<file path="config.mk">
export PLATFORM = sky130hd
export DESIGN_NAME = warp_scheduler
export DESIGN_NICKNAME = d
export VERILOG_FILES = /design/src/rtl/warp_scheduler_pkg.sv /design/src/rtl/warp_scheduler_fifo.sv /design/src/rtl/warp_scheduler.sv
export SDC_FILE = /design/constraint.sdc
export NUM_CORES = 1
export LEC_CHECK = 0
export CAP_MARGIN = 30
export CORE_ASPECT_RATIO = 0.8
export CORE_UTILIZATION = 40
export CTS_CLUSTER_DIAMETER = 200
export CTS_CLUSTER_SIZE = 14
export DETAILED_ROUTE_END_ITERATION = 7
export PLACE_DENSITY_LB_ADDON = 0.15
export SYNTH_ARGS = -nofsm -noshare
export SYNTH_HDL_FRONTEND = slang
export SYNTH_SLANG_ARGS = --single-unit
export TNS_END_PERCENT = 50
</file>
<file path="constraint.sdc">
create_clock -name clk -period 5.6 [get_ports clk]
set_input_delay 0.56 -clock clk [delete_from_list [all_inputs] [get_ports clk]]
set_output_delay 0.56 -clock clk [all_outputs]
set_load 0.05 [all_outputs]
</file>
<file path="src/rtl/warp_scheduler_pkg.sv">
// ============================================================================
// Package    : Structs_and_Params
// Description: Shared kernel descriptor, idle constants and scheduler states.
// Revision   : 1.0 - initial release
// ============================================================================
`default_nettype none

package Structs_and_Params;

   localparam int THREAD_COUNT_W = 8;

   typedef struct packed {
      logic [3:0]                warp_id;
      logic [THREAD_COUNT_W-1:0] thread_count;
      logic [31:0]               start_pc;
   } kernel_t;

   localparam logic [3:0] IDLE_WARP_ID = 4'hF;
   localparam kernel_t    IDLE_KERNEL  = '{warp_id: IDLE_WARP_ID, thread_count: '0, start_pc: '0};

   typedef enum logic [1:0] {
      IDLE  = 2'd0,
      RUN   = 2'd1,
      DRAIN = 2'd2
   } sched_state_t;

endpackage

`default_nettype wire

</file>
<file path="src/rtl/warp_scheduler_fifo.sv">
// ============================================================================
// Module     : warp_fifo
// Description: Synchronous FIFO of kernel_t launch descriptors.
// Revision   : 1.0 - initial release
// ============================================================================
`default_nettype none

module warp_fifo
   import Structs_and_Params::*;
#(
   parameter int DEPTH = 4
) (
   input  logic                   clk,
   input  logic                   rst,
   input  logic                   push,
   input  kernel_t                push_data,
   input  logic                   pop,
   output logic                   full,
   output logic                   empty,
   output logic [$clog2(DEPTH):0] count,
   output kernel_t                head
);

   localparam int AW = $clog2(DEPTH);

   kernel_t     mem [DEPTH];
   logic [AW:0] wr_ptr;
   logic [AW:0] rd_ptr;
   logic        do_push;
   logic        do_pop;

   // The extra pointer MSB separates a full queue from an empty one.
   assign count   = wr_ptr - rd_ptr;
   assign full    = (count == (AW+1)'(DEPTH));
   assign empty   = (wr_ptr == rd_ptr);
   assign do_push = push && !full;
   assign do_pop  = pop && !empty;
   assign head    = mem[rd_ptr[AW-1:0]];

   always_ff @(posedge clk) begin
      if (do_push) begin
         mem[wr_ptr[AW-1:0]] <= push_data;
      end
   end

   always_ff @(posedge clk) begin
      if (!rst) begin
         wr_ptr <= '0;
         rd_ptr <= '0;
      end else begin
         if (do_push) wr_ptr <= wr_ptr + 1'b1;
         if (do_pop)  rd_ptr <= rd_ptr + 1'b1;
      end
   end

endmodule

`default_nettype wire

</file>
<file path="src/rtl/warp_scheduler.sv">
// ============================================================================
// Module     : warp_scheduler
// Description: Queues warp launches and feeds them one at a time to simd_core.
//              Optional watchdog retirement enabled by WARP_SCHED_TIMEOUT_EN.
// Revision   : 1.0 - initial release
// ============================================================================
`default_nettype none

module warp_scheduler
   import Structs_and_Params::*;
#(
   parameter int QUEUE_DEPTH    = 4,
   parameter int TIMEOUT_CYCLES = 1024
) (
   input  logic                         clk,
   input  logic                         rst,
   input  logic                         launch_valid,
   output logic                         launch_ready,
   input  kernel_t                      launch_kernel,
   output kernel_t                      core_kernel,
   input  logic                         core_is_finished,
   input  logic [3:0]                   core_finished_warp_id,
   output logic                         done_valid,
   output logic [3:0]                   done_warp_id,
   output logic                         done_timeout,
   output logic                         busy,
   output logic [$clog2(QUEUE_DEPTH):0] pending_count,
   output logic                         err_sticky
);

   sched_state_t state, state_next;
   kernel_t      core_kernel_next;
   logic [3:0]   active_id, active_id_next;
   logic         done_valid_next;
   logic [3:0]   done_warp_id_next;
   logic         done_timeout_next;
   logic         err_next;
   logic         accept;
   logic         fifo_push;
   logic         fifo_pop;
   logic         fifo_full;
   logic         fifo_empty;
   kernel_t      fifo_head;
   logic         finish_match;

   assign launch_ready = !fifo_full;
   assign accept       = launch_valid && launch_ready;
   // Launches carrying the "no warp" id are swallowed rather than queued.
   assign fifo_push    = accept && (launch_kernel.warp_id != IDLE_WARP_ID);
   assign finish_match = core_is_finished && (core_finished_warp_id == active_id);
   assign busy         = (state != IDLE) || !fifo_empty;

   warp_fifo #(
      .DEPTH (QUEUE_DEPTH)
   ) u_fifo (
      .clk       (clk),
      .rst       (rst),
      .push      (fifo_push),
      .push_data (launch_kernel),
      .pop       (fifo_pop),
      .full      (fifo_full),
      .empty     (fifo_empty),
      .count     (pending_count),
      .head      (fifo_head)
   );

`ifdef WARP_SCHED_TIMEOUT_EN
   localparam int WD_W = $clog2(TIMEOUT_CYCLES) + 1;
   logic [WD_W-1:0] wd_count, wd_count_next;

   always_ff @(posedge clk) begin
      if (!rst) wd_count <= '0;
      else      wd_count <= wd_count_next;
   end
`endif

   always_comb begin
      state_next        = state;
      core_kernel_next  = core_kernel;
      active_id_next    = active_id;
      done_valid_next   = 1'b0;
      done_warp_id_next = done_warp_id;
      done_timeout_next = 1'b0;
      err_next          = err_sticky;
      fifo_pop          = 1'b0;
`ifdef WARP_SCHED_TIMEOUT_EN
      wd_count_next     = wd_count;
`endif

      if (accept && (launch_kernel.warp_id == IDLE_WARP_ID)) err_next = 1'b1;

      case (state)
         IDLE: begin
            if (!fifo_empty) begin
               fifo_pop         = 1'b1;
               core_kernel_next = fifo_head;
               active_id_next   = fifo_head.warp_id;
               state_next       = RUN;
`ifdef WARP_SCHED_TIMEOUT_EN
               wd_count_next    = '0;
`endif
            end
         end
         RUN: begin
            if (finish_match) begin
               done_valid_next   = 1'b1;
               done_warp_id_next = active_id;
               core_kernel_next  = IDLE_KERNEL;
               state_next        = DRAIN;
            end else begin
               if (core_is_finished) err_next = 1'b1;
`ifdef WARP_SCHED_TIMEOUT_EN
               if (wd_count == WD_W'(TIMEOUT_CYCLES - 1)) begin
                  done_valid_next   = 1'b1;
                  done_warp_id_next = active_id;
                  done_timeout_next = 1'b1;
                  err_next          = 1'b1;
                  core_kernel_next  = IDLE_KERNEL;
                  state_next        = DRAIN;
               end else begin
                  wd_count_next = wd_count + 1'b1;
               end
`endif
            end
         end
         // One idle-kernel cycle so the core sees a change even for a repeated id.
         DRAIN:   state_next = IDLE;
         default: state_next = IDLE;
      endcase
   end

   always_ff @(posedge clk) begin
      if (!rst) begin
         state        <= IDLE;
         core_kernel  <= IDLE_KERNEL;
         active_id    <= IDLE_WARP_ID;
         done_valid   <= 1'b0;
         done_warp_id <= 4'h0;
         done_timeout <= 1'b0;
         err_sticky   <= 1'b0;
      end else begin
         state        <= state_next;
         core_kernel  <= core_kernel_next;
         active_id    <= active_id_next;
         done_valid   <= done_valid_next;
         done_warp_id <= done_warp_id_next;
         done_timeout <= done_timeout_next;
         err_sticky   <= err_next;
      end
   end

endmodule

`default_nettype wire

</file>
==> metrics.cfg, run 1 <==
[setup_path]
worstReg2RegEnd = u_fifo.mem[0][28]
critPathSlowestCell = clkdlybuf4s50_1
path_class = reg -> out
rrSetupSlack_ps = 2350
crit_chain = inv_1 > ha_1 > fa_1 > xor3_1 > nand3_1 > clkdlybuf4s50_1
startpoint_type = flop
reg2reg_from = u_fifo.wr_ptr[0]
crit_fanout = 4
required_ps = 5040
cp.arrival_ps = 2840
worst_setup_path_end_kind = output pin
crit_buf_inv = 2
worst_r2r_path_depth = 8
slowest_delay_ps = 830
crit_family = buffers and inverters

[synthesis]
synth_seq_area_share_pct = 75.5
syn_nets = 503
synth_async_sr_flop_share_pct = 0
syn_area_um2 = 8700
synth_commonest_cells = 176 x edfxtp_1, 64 x dfxtp_1, 44 x mux4_2
synth_warnings = 0
synthTopCellsByArea = edfxtp_1 61%, dfxtp_1 15%, mux4_2 11%
synth_top_area_share_pct = 60.8
syn_inst = 443
ys_seq_elements = 240
synth_edf_count = 176
avgSynthCellArea_um2 = 19.6
synth_area_leader_cell = edfxtp_1
synth.distinct_cells = 34
yosysMostFrequentCell = edfxtp_1
ys.flop_type = edfxtp_1

[sta]
worstMarginPinSlew_ps = 843
fin_skew_ps = 18.2
tns_ps = 0
drv_slew = 0
period_minus_slack_ps = 3400
relSlewSlack_pct = 43.6
max_freq_mhz = 294
hold_viol_final = 0
fin_crit_sh_pct = 60.8
finalSetupViolCount = 0
rsz0062_at_grt = no

[clocking]
clock_sinks = 240
cts_buffer_depth = 3
clk_transition_reported_paths_ps = 70
tritoncts = yes
cts_resized = 0
cts_htree_levels = 1
holdBufCountCts = 0
cts_setup_buffers = 0
cts_root_buffer = clkbuf_16
numCtsBuffers = 21
clock_latency_ps = 490

[route]
vias = 4323
drt_iter0_markers = 282
drtPass1Iterations = 4
wl_um = 16800
vias_per_cell = 5.15
ant_nets = 0
drc = 0
avgRoutedWirePerCell_um = 20.0

[floorplanning]
rows = 47
die_h_um = 134
initial_core_util_pct = 41.4
io-pin-count = 108
core_um2 = 21000
dieWidth_um = 167
dieArea_um2 = 22300

[cells_and_area]
area_delta_synth_final_pct = 23.3
stdcell_area_um2 = 10700
drive_gt1_share_pct = 15.6
layout.cells.non_filler = 839
fin_util_pct = 51.1
diodes = 0
fin_nets = 617

[place]
placed_cell_area_um2 = 10100
gp_congestion = 0.741
port_buffers = 106
dp_hpwl_um = 9840
place_inst = 800

[hold_path]
min_from = core_kernel[43]
whs_path_depth = 2
hold_path_class = reg -> reg
holdPathEnd = core_kernel[43]

[global_route]
grt-ovfl-total = 0
grt_antenna_before_repair = 0
grt_pass1_wl_um = 26300
grt_usage_pct = 15.6
grt_max_degree = 45
grt_pass1_vias = 4595

[power_and_ir_drop]
peakVddDrop_v = 0.000247
p_comb_share_pct = 35.5
p_switching_mw = 2.01
seq_power_share_pct = 42.2
pwr_density_cell_nw_per_um2 = 543
leakagePower_nw = 3.59
pwr-share-clk_pct = 22.3
power.internal_mw = 3.82
sw_frac_of_total_pct = 34.5

[outcome]
status = finished clean

[job]
drv_cap = 0

## state kept, by name, indices dropped and copies added (netlist names), named ones only
signal	count
done_warp_id	4
u_fifo.rd_ptr	3
core_kernel	44
u_fifo.wr_ptr	3
u_fifo.mem	176
active_id	4
state	2
err_sticky	1
done_valid	1
## power groups by stage
stage	clock [mW]	combinational (mW)	sequential (mW)
4_1_cts	1.34	2.03	2.51
2_1_floorplan	0	0.961	2.92
5_1_grt	1.41	2.20	2.50
3_3_place_gp	0	1.99	2.53
3_5_place_dp	0	2.02	2.54
6_report	1.30	2.07	2.46
## worst max path at each step
stage | startpoint | endpoint | depth (start not counted) | slack, ps
3_5_place_dp | rst | core_kernel[37] | 6 | 2200
3_3_place_gp | rst | core_kernel[31] | 5 | 2040
2_1_floorplan | u_fifo.wr_ptr[0] | u_fifo.mem[0][0] | 8 | 1680
6_report | u_fifo.wr_ptr[0] | launch_ready | 6 | 2200
5_1_grt | u_fifo.wr_ptr[0] | launch_ready | 6 | 2110
4_1_cts | u_fifo.wr_ptr[0] | launch_ready | 6 | 2170
## per-layer routing
layer	up-vias	GRT usage (%)	wire length [um]
met5	-	0	0
met4	0	3.96	281
met3	25	3.51	898
met2	125	26.3	8010
met1	2182	20.5	7600
li1	1991	-	-
## cell families after synthesis
group	share of synthesized area [%]
and+or+nand+nor	2.50
muxes	12.8
other	0.0431
adders and majority gates	1.24
xor gates and xnor gates	0.877
AOI/OAI and AO/OA	5.26
buffers and inverters	1.81
DFF	75.5
## final cells by class
class | instances | area [um^2]
Clock inverter | 1 | 16.3
Inverter | 10 | 37.5
Sequential cell | 240 | 6570
Tap cell | 269 | 337
Fill cell | 1694 | 10300
Clock buffer | 35 | 578
Multi-Input combinational cell | 167 | 1990
Timing Repair Buffer | 117 | 1200
## metrics by stage
step / total power, mW / setup WS (ps) / hold WS, ps
global placement: 4.52 / 2040 / 435
detailed placement: 4.56 / 2200 / 440
finish: 5.83 / 2200 / 444
floorplan: 3.89 / 1680 / 462
CTS: 5.88 / 2170 / 450
global route: 6.11 / 2110 / 461
## worst register-to-register path: cells and delay by family (launching register included)
| family | cells | cell delay [ps] |
|---|---|---|
| adders and majority gates | 2 | 650 |
| DFF | 1 | 390 |
| buffers and inverters | 2 | 550 |
| xor gates and xnor gates | 1 | 220 |
| and+or+nand+nor | 3 | 1100 |
## cell usage in the layout (no fill, tap or decap), drive strengths merged, types with 3 or more instances in the layout
cell	instances
a2bb2oi	4
mux4	44
buf	11
edfxtp	176
nor2	6
xor2	4
ha	7
a22o	40
and3	3
nand2	21
and2	6
clkbuf	35
mux2i	12
dfxtp	64
clkdlybuf4s50	106
inv	10
(Power assumes the default switching activity.)
==> run 2: changes to the inputs <==
Clock period 5.6 ns to 3.3 ns, I/O delays scaled along.
==> run 2 against run 1 <==
Against the previous run:
- combinational power increased by 69%
- clock-buffer cell count increased by 1
- die area unchanged
- power increased by 70%
- non-clock buffer count increased by 4
- via count increased by 1.2%
- utilization increased by 0.11 points
- design area increased by 0.22%
- worst hold slack improved by 7.3 ps
- setup slack got worse by 1900 ps
==> metrics.cfg, run 2 (synthesized netlist as in run 1, its figures left out) <==
[outcome]
status = finished clean

[clocking]
tritoncts = yes
clock_sinks = 240
cts_root_buffer = clkbuf_16
holdBufCountCts = 0
clk_transition_reported_paths_ps = 70
cts_resized = 0
cts_setup_buffers = 0
clock_latency_ps = 480
numCtsBuffers = 21
cts_htree_levels = 1
cts_buffer_depth = 3

[global_route]
grt-ovfl-total = 0
grt_usage_pct = 15.6
grt_pass1_wl_um = 26800
grt_antenna_before_repair = 1
grt_pass1_vias = 4684
grt_max_degree = 45

[sta]
max_freq_mhz = 329
hold_viol_final = 0
worstMarginPinSlew_ps = 672
fin_crit_sh_pct = 92.1
rsz0062_at_grt = no
finalSetupViolCount = 0
worst_slack_ps = 259
period_minus_slack_ps = 3040
relSlewSlack_pct = 55.2
fin_skew_ps = 11.5
drv_slew = 0
hold_ws_ps = 452

[cells_and_area]
fin_nets = 621
final_cell_mix = 176 x edfxtp_1, 105 x clkdlybuf4s50_1, 62 x dfxtp_1
final_common_cell = edfxtp_1
fill_cells = 1712
area_delta_synth_final_pct = 23.6
stdcell_area_um2 = 10700
largest_register_ffs = 176
diodes = 0
fin_util_pct = 51.2
drive_gt1_share_pct = 16.2

[route]
vias = 4377
avgRoutedWirePerCell_um = 20.0
drc = 0
drt_iter0_markers = 301
drtPass1Iterations = 5
wl_um = 16900
ant_nets = 0
vias_per_cell = 5.19

[floorplanning]
dieWidth_um = 167
rows = 47
core_um2 = 21000
die_h_um = 134
io-pin-count = 108
initial_core_util_pct = 41.4
dieArea_um2 = 22300

[setup_path]
path_class = reg -> out
crit_fanout = 4
startpoint_type = flop
cp.arrival_ps = 2710
worst_r2r_path_depth = 8
worst_setup_path_end_kind = output pin
required_ps = 2970

[place]
gp_congestion = 0.712
dp_hpwl_um = 10400
placed_cell_area_um2 = 10100
port_buffers = 106
place_ws_ps = 571

[power_and_ir_drop]
leakagePower_nw = 3.61
pwr_density_cell_nw_per_um2 = 921
p_total_mw = 9.90
peakVddDrop_v = 0.000523

[hold_path]
whs_path_depth = 2
hold_path_class = reg -> reg

[job]
drv_cap = 0

run 2: cell count changes in the layout (fill, tap and decap cells not counted):
cell             delta
buf_4               +5
buf_12              -1
clkbuf_1            +1
clkdlybuf4s50_1     -1
dlymetal6s2s_1      +1
run 2: worst paths after layout:
path	from	to	slack (ps)
worst min-delay path	core_kernel[41]	core_kernel[41]	450
worst min register to register	core_kernel[41]	core_kernel[41]	450
worst max register to register	u_fifo.wr_ptr[0]	u_fifo.mem[0][10]	570
worst max-delay path	u_fifo.wr_ptr[0]	pending_count[2]	260
run 2: worst max-delay path, stage by stage, from the launching register on:
cell and delay, ps:
dfxtp_1 390, inv_1 130, ha_1 220, fa_1 430, xor3_1 220, clkdlybuf4s50_1 820
run 2: area by class of cell:
| class | instances | area, um^2 | area share [%] |
|---|---|---|---|
| timing repair buffer | 121 | 1220 | 11.3 |
| clock buffer | 36 | 582 | 5.41 |
| sequential | 240 | 6570 | 61.1 |
| clock inverter | 1 | 16.3 | 0.151 |
| inverter | 10 | 37.5 | 0.349 |
| multi-input combinational | 167 | 1990 | 18.5 |
| tap | 269 | 337 | 3.13 |
run 2: power by group:
group | internal [mW] | switching, mW | leakage [nW]
Sequential | 3.86 | 0.328 | 2.14
Combinational | 1.42 | 2.08 | 1.19
Clock | 1.20 | 1.01 | 0.283
run 2: per-stage QoR:
| stage | std cells | setup TNS, ps |
|---|---|---|
| 2_1_floorplan | 443 | -20650 |
| 5_1_grt | 844 | 0 |
| 4_1_cts | 843 | 0 |
| 3_5_place_dp | 806 | 0 |
| 3_3_place_gp | 805 | 0 |
| 6_report | 844 | 0 |
run 2: per-layer routing:
| layer | track usage (%) | wire length [um] | share of wire [%] | vias up |
|---|---|---|---|---|
| met2 | 25.2 | 7960 | 47 | 102 |
| met1 | 21.9 | 7920 | 47 | 2251 |
| met3 | 3.16 | 741 | 4.4 | 25 |
| li1 | - | - | - | 1997 |
| met5 | 0 | 13 | 0.077 | - |
| met4 | 3.60 | 271 | 1.6 | 2 |
==> run 3: changes to the inputs <==
Settings changed: GPL_TIMING_DRIVEN from default to 0.
Clock period 3.3 ns to 3.5 ns, I/O delays scaled along.
==> run 3 against run 2 <==
Against the previous run:
- critical path depth is 1 higher
- worst hold slack worse by 180 ps
- sequential power is 7.2% lower
- global-route usage is 0.085 points lower
- utilization is 0.13 points higher
- setup slack better by 14 ps
- cell count is 1.7% higher
- design area is 0.24% higher
- sequential cell count stayed put
- largest power group unchanged
- critical endpoint is now launch_ready
==> metrics.cfg, run 3 (synthesized netlist as in run 1, its figures left out) <==
[outcome]
status = finished clean

[setup_path]
crit_fanout = 4
path_class = reg -> out
cp.arrival_ps = 2880
startpoint_type = flop
worst_setup_path_end_kind = output pin
critPathSlowestCell = clkdlybuf4s50_1
slowest_delay_ps = 840
crit_chain = inv_1 > ha_1 > fa_1 > xor3_1 > nand3_1 > clkdlybuf4s50_1
required_ps = 3150

[place]
gp_congestion = 0.730
place_inst = 821
placed_cell_area_um2 = 10200
dp_hpwl_um = 10700
port_buffers = 105
place_ws_ps = 336

[floorplanning]
rows = 47
initial_core_util_pct = 41.4
dieWidth_um = 167
die_h_um = 134
dieArea_um2 = 22300
core_um2 = 21000
io-pin-count = 108

[global_route]
grt_usage_pct = 15.5
grt_antenna_before_repair = 0
grt_pass1_wl_um = 26400
grt_pass1_vias = 4724
grt-ovfl-total = 0
grt_max_degree = 27

[clocking]
cts_resized = 0
cts_root_buffer = clkbuf_16
clk_transition_reported_paths_ps = 70
cts_setup_buffers = 0
cts_htree_levels = 1
clock_latency_ps = 490
cts_buffer_depth = 3
tritoncts = yes
numCtsBuffers = 21
holdBufCountCts = 0
clock_sinks = 240

[cells_and_area]
area_delta_synth_final_pct = 23.9
drive_gt1_share_pct = 16.3
diodes = 0
stdcell_area_um2 = 10800
largest_register_ffs = 176
fin_nets = 635
final_cell_mix = 176 x edfxtp_1, 105 x clkdlybuf4s50_1, 64 x dfxtp_1
final_common_cell = edfxtp_1
fin_util_pct = 51.3
layout.cells.non_filler = 858

[sta]
fin_skew_ps = 12.0
hold_viol_final = 0
hold_ws_ps = 271
fin_crit_sh_pct = 92.2
finalSetupViolCount = 0
relSlewSlack_pct = 49.0
worstMarginPinSlew_ps = 764
tns_ps = 0
max_freq_mhz = 310
period_minus_slack_ps = 3230
rsz0062_at_grt = no
drv_slew = 0
worst_slack_ps = 273

[power_and_ir_drop]
peakVddDrop_v = 0.000573
pwr_density_cell_nw_per_um2 = 867
leakagePower_nw = 3.64
p_total_mw = 9.34

[route]
drtPass1Iterations = 4
avgRoutedWirePerCell_um = 19.8
vias_per_cell = 5.12
vias = 4390
wl_um = 17000
drc = 0
drt_iter0_markers = 209
ant_nets = 0

[hold_path]
hold_path_class = in -> reg

[job]
drv_cap = 0

## run 3: cell types whose count changed in the layout (fill, tap and decap cells not counted), moves of 2 or more
cell / before / now
buf_2: 0 / 15
buf_4: 12 / 1
clkbuf_1: 15 / 24
buf_12: 1 / 4
dfxtp_1: 62 / 64
## run 3: final timing paths
check	endpoint	slack (ps)	cells past startpoint	startpoint
worst max-delay path	launch_ready	270	6	u_fifo.wr_ptr[0]
worst min-delay path	u_fifo.wr_ptr[2]	270	3	rst
worst max register to register	u_fifo.mem[0][28]	340	9	u_fifo.wr_ptr[0]
worst min register to register	core_kernel[42]	460	2	core_kernel[42]
## run 3: power breakdown
group          internal [mW]  switching, mW  total (mW)
registers               3.64          0.247        3.89
logic                   1.32           2.03        3.35
clock network           1.13          0.960        2.09
## run 3: layout make-up
type,count,area [um^2]
fill,1703,10200
sequential,240,6570
multi-input combinational,167,1980
timing repair buffer,109,1130
clock buffer,35,578
tap,269,337
buffer,26,120
inverter,10,37.5
clock inverter,2,25.0
## run 3: worst max-delay path, delay by kind of cell (launching register included)
kind,cells,cell delay [ps]
XOR/XNOR,1,220
adder cells (fa/ha/maj),2,680
buffers and inverters,2,950
flip-flops,1,380
AND/OR/NAND/NOR,1,160
## run 3: metal layers
| metal | track usage, % | vias up | routed length (um) |
|---|---|---|---|
| met5 | 0 | - | 0 |
| met4 | 3.70 | 0 | 303 |
| met3 | 3.48 | 22 | 847 |
| met2 | 26.6 | 103 | 8170 |
| met1 | 20.2 | 2240 | 7630 |
| li1 | - | 2025 | - |
